--- src/rtl/fetch_unit.sv ---
// Instruction-fetch stage: owns the PC, issues one request at a time over req/gnt/rvalid and
// holds one returned instruction, with its PC+4, for the IF/ID register.
module fetch_unit #(
   parameter logic [31:0] RESET_PC = 32'h0000_0000,
   parameter logic [31:0] NOP_INST = 32'h0000_0000
) (
   input  logic        clk_i,
   input  logic        rst_n_i,
   input  logic        stall_i,
   input  logic        redirect_i,
   input  logic [31:0] redirect_addr_i,
   output logic        imem_req_o,
   output logic [31:0] imem_addr_o,
   input  logic        imem_gnt_i,
   input  logic        imem_rvalid_i,
   input  logic [31:0] imem_rdata_i,
   output logic [31:0] inst_o,
   output logic [31:0] inst_addr_o,
   output logic        valid_o
);

   typedef enum logic [1:0] {StIdle, StReq, StWait} state_e;

   state_e      state_q;
   logic        req_q;
   logic [31:0] pc_q;
   logic        buf_valid_q;
   logic [31:0] buf_inst_q;
   logic [31:0] buf_pc4_q;
   logic [31:0] slot_pc4_q;
   logic        kill_q;
   logic        pend_q;
   logic [31:0] pend_addr_q;

   logic [31:0] redir_addr;
   logic        consume;
   logic        show;

   assign redir_addr = redirect_addr_i & ~32'h3;
   assign consume    = buf_valid_q & ~stall_i & ~redirect_i;
   // A redirect hides the buffered instruction in the same cycle it is raised.
   assign show       = buf_valid_q & ~redirect_i;

   assign imem_req_o  = req_q;
   assign imem_addr_o = pc_q;
   assign valid_o     = show;
   assign inst_o      = show ? buf_inst_q : NOP_INST;
   assign inst_addr_o = show ? buf_pc4_q : 32'h0;

   always_ff @(posedge clk_i or negedge rst_n_i) begin
      if (!rst_n_i) begin
         state_q     <= StIdle;
         req_q       <= 1'b0;
         pc_q        <= RESET_PC;
         buf_valid_q <= 1'b0;
         buf_inst_q  <= NOP_INST;
         buf_pc4_q   <= 32'h0;
         slot_pc4_q  <= 32'h0;
         kill_q      <= 1'b0;
         pend_q      <= 1'b0;
         pend_addr_q <= 32'h0;
      end else begin
         if (consume || redirect_i) begin
            buf_valid_q <= 1'b0;
         end
         unique case (state_q)
            StIdle: begin
               if (redirect_i) begin
                  pc_q <= redir_addr;
               end
               if (!buf_valid_q || consume) begin
                  state_q <= StReq;
                  req_q   <= 1'b1;
               end
            end
            StReq: begin
               if (imem_gnt_i) begin
                  state_q    <= StWait;
                  req_q      <= 1'b0;
                  slot_pc4_q <= pc_q + 32'd4;
                  pend_q     <= 1'b0;
                  // The request already in flight is wrong-path if any redirect touched it.
                  if (redirect_i) begin
                     kill_q <= 1'b1;
                     pc_q   <= redir_addr;
                  end else if (pend_q) begin
                     kill_q <= 1'b1;
                     pc_q   <= pend_addr_q;
                  end else begin
                     pc_q <= pc_q + 32'd4;
                  end
               end else if (redirect_i) begin
                  pend_q      <= 1'b1;
                  pend_addr_q <= redir_addr;
               end
            end
            StWait: begin
               if (redirect_i) begin
                  kill_q <= 1'b1;
                  pc_q   <= redir_addr;
               end
               if (imem_rvalid_i) begin
                  if (kill_q || redirect_i) begin
                     kill_q  <= 1'b0;
                     state_q <= StReq;
                     req_q   <= 1'b1;
                  end else begin
                     buf_valid_q <= 1'b1;
                     buf_inst_q  <= imem_rdata_i;
                     buf_pc4_q   <= slot_pc4_q;
                     state_q     <= StIdle;
                  end
               end
            end
            default: begin
               state_q <= StIdle;
               req_q   <= 1'b0;
            end
         endcase
      end
   end

endmodule
--- config.mk ---
export PLATFORM = sky130hd
export DESIGN_NAME = fetch_unit
export DESIGN_NICKNAME = d
export VERILOG_FILES = /design/src/rtl/fetch_unit.sv
export SDC_FILE = /design/constraint.sdc
export NUM_CORES = 1
export LEC_CHECK = 0
export BUFFER_PORTS_ARGS = -buffer_cell sky130_fd_sc_hd__buf_2
export CAP_MARGIN = 20
export CELL_PAD_IN_SITES_DETAIL_PLACEMENT = 1
export CELL_PAD_IN_SITES_GLOBAL_PLACEMENT = 2
export CORE_MARGIN = 2
export CORE_UTILIZATION = 39
export CTS_BUF_LIST = sky130_fd_sc_hd__clkbuf_8
export CTS_CLUSTER_DIAMETER = 80
export DETAILED_ROUTE_END_ITERATION = 8
export GPL_ROUTABILITY_DRIVEN = 1
export PLACE_DENSITY_LB_ADDON = 0.12
export REMOVE_ABC_BUFFERS = 1
export SLEW_MARGIN = 20
export SYNTH_ARGS = -nofsm -noshare
export SYNTH_HDL_FRONTEND = slang
export SYNTH_SLANG_ARGS = --single-unit
--- constraint.sdc ---
create_clock -name clk_i -period 5.5 [get_ports clk_i]
set_clock_uncertainty 0.05 [all_clocks]
set_input_delay 0.275 -clock clk_i [delete_from_list [all_inputs] [get_ports clk_i]]
set_output_delay 0.275 -clock clk_i [all_outputs]
set_load 0.03 [all_outputs]
==> run_results.csv <==
group,metric,value,unit
final_layout,stdcell_area,9901,µm²
synthesis,synth_top_area_share,49.53,%
clocking,cts.sinks,158,
routing,avgRoutedWirePerCell,19.12,µm
sta,maxSlewViolCount,0,
synthesis,synth_most_common_cell,"dfrtp_1",
clocking,cts_tree,"done",
synthesis,synth_cells,758,
critical_path,crit_fanout,21,
sta,setup-tns-final,0,ns
final_layout,layout-drive-gt1-share,31.80,%
critical_path,arrival,3.43,ns
critical_path,start_kind,"flip-flop",
job,drv_cap,0,
grt,grt_usage,22.27,%
routing,firstDrtPassIters,4,
synthesis,yosysTopAreaCell,"dfrtp_1",
synthesis,synthTopCellsByArea,"dfrtp_1, mux2_2, and2_1",
sta,rsz0062_at_grt,"false",
routing,num_vias,6710,
synthesis,syn_area,7983,µm²
sta,period_minus_slack,3.097,ns
outcome,status,"finished clean",
routing,first_iter_violations,327,
sta,clock.fmax,0.3229,GHz
clocking,cts_max_level,4,
placed_design,numPortBuffers,161,
clocking,path_clk_slew,0.09,ns
critical_path,r2r-end,"imem_addr_o[29]",
critical_path,r2r_cells,5,
final_layout,regArea,3954,µm²
grt,grt_max_degree,93,
pwr,p_leak,4.548,nW
final_layout,fillers,2270,
critical_path,setup.worst_path.end,"imem_addr_o[29]",
critical_path,ff2ff_setup_slack,2.40,ns
final_layout,multi_input_area,3732,µm²
synthesis,ys_seq_area_share,49.53,%
floorplan,start_util,39.58,%
grt,grt-ovfl-total,0,
clocking,cts-root-buf,"clkbuf_8",
floorplan,row_count,52,
clocking,numCtsBuffers,17,
final_layout,diodes,0,
routing,ant_nets,0,
floorplan,core-area,20170,µm²
critical_path,end_kind,"flip-flop",
clocking,clk_latency,0.47,ns
routing,via_per_inst,5.473,
final_layout,final_nets,1014,
sta,hold_viol_final,0,
pwr,ir_drop,0.0002490,V
placed_design,post_dp_cell_area,8960,µm²
synthesis,yosys_warnings,0,
floorplan,die_x,147.1,µm
critical_path,worstSetupPathType,"flip-flop to flip-flop",
critical_path,required,5.83,ns
critical_path,crit_path_start,"state_q[0]",
floorplan,dieArea,21630,µm²
routing,wl,23.45,mm
sta,max_slew.worst_pin.slew,0.9088,ns
sta,max-slew-margin-rel,39.08,%
synthesis,synth.distinct_cells,63,
synthesis,synthTopCellsByCount,"dfrtp_1, mux2_2, and2_1",
synthesis,ys_ff_latch,158,
sta,setup_viol_count_final,0,
placed_design,routabilityCongestion,0.7599,
grt,grt_pass1_vias,6936,
synthesis,yosys_most_used_dff,"dfrtp_1",
grt,grt_pass1_wl,38.01,mm
synthesis,avgSynthCellArea,10.53,µm²
final_layout,area_growth,24.03,%
synthesis,synth_edf_count,0,
sta,hold_slack,0.02727,ns
pwr,power_density,500.1,nW/µm²
placed_design,dp_hpwl,15.51,mm
routing,post-route-drc-count,0,
sta,post-route-period-util,56.30,%
critical_path,r2r_start,"state_q[0]",
hold_path,hp-class,"input pin to flip-flop",
synthesis,async_flop_share,100.0,%
clocking,post_cts_buffers,0,
floorplan,io-pin-count,168,
floorplan,chipHeight,147.1,µm
grt,antenna_found_initial,0,
clocking,clk_path_buf_depth,2,
cell type report:
class / instances / share of cell area, %
flip-flops and latches: 158 / 39.93
well taps: 270 / 3.412
inverters: 9 / 0.3412
multi-input cells: 531 / 37.70
clock buffers: 20 / 2.780
repair buffers: 226 / 14.47
clock inverters: 12 / 1.365
through the flow:
stage | total power (W) | setup WS (ns) | instances | utilization [%]
CTS | 0.004998 | 2.366 | 1226 | 49.09
global placement | 0.003927 | 2.449 | 1141 | 44.42
finish | 0.004951 | 2.403 | 1226 | 49.09
floorplan | 0.003337 | 2.184 | 698 | -
global route | 0.005311 | 2.143 | 1226 | 49.09
detailed placement | 0.004056 | 2.404 | 1141 | 44.42
state kept, by name (all words and copies together) (netlist names):
| register | cells |
|---|---|
| buf_inst_q | 32 |
| buf_pc4_q | 30 |
| slot_pc4_q | 30 |
| imem_addr_o | 30 |
| pend_addr_q | 30 |
| kill_q | 1 |
| state_q | 2 |
| buf_valid_q | 1 |
| pend_q | 1 |
| imem_req_o | 1 |
layout by cell type (no fill, tap or decap), types with 10 or more instances in the layout:
master and count:
clkbuf_8 20, nand4_1 22, nand3_1 24, or4_1 15, mux2_2 93, o211ai_1 21
buf_2 160, dfrtp_1 158, and3_1 11, inv_1 11, nor2_1 32, a21oi_1 15
a31oi_1 10, and2_1 71, buf_4 12, or3_1 10, o21ai_0 37, nand2_1 57
dlygate4sd3_1 53
kinds of logic (layout without fill, tap and decap cells):
logic type	after synthesis	in the layout	synth area share, %
adders and majority gates	1	1	0.1567
DFF	158	158	49.53
and+or+nand+nor	291	291	20.86
other	1	4	0.04698
muxes	96	96	13.50
xor gates and xnor gates	10	10	1.097
AOI/OAI and AO/OA	129	129	10.78
buffers and inverters	72	267	4.028
what timing repair did:
item	4_1_cts	5_1_grt
hold buffers	53	0
gates resized for setup	0	0
hold endpoints to repair	144	0
metal layers:
metal	vias to the layer above	GRT usage [%]	wire (µm)
met5	-	0	0
met4	0	7.644	453
met3	35	3.634	924
met2	193	35.96	11040
met1	3352	30.66	11020
li1	3130	-	-
critical path, stage by stage (launching register included):
cell and delay (ns):
dfrtp_1 0.69, nand3b_1 0.72, and2_1 0.61, buf_4 0.32, or4b_1 0.52, nand4_1 0.10
worst min path at each step:
stage	start	to	slack (ns)	cells after the start
2_1_floorplan	rst_n_i	buf_inst_q[0]	-0.07	0
3_3_place_gp	rst_n_i	buf_inst_q[15]	0.36	1
3_5_place_dp	rst_n_i	buf_inst_q[15]	0.39	1
4_1_cts	redirect_addr_i[21]	pend_addr_q[21]	0.002	2
5_1_grt	redirect_addr_i[12]	pend_addr_q[12]	0.002	2
6_report	redirect_addr_i[12]	pend_addr_q[12]	0.03	2
power breakdown:
part / internal (W) / switching [W] / total [W]
logic: 0.000769 / 0.00108 / 0.00185
clock network: 0.000443 / 0.000459 / 0.000902
registers: 0.00172 / 0.000482 / 0.00220
No activity file was read; power rests on OpenSTA's default activity.
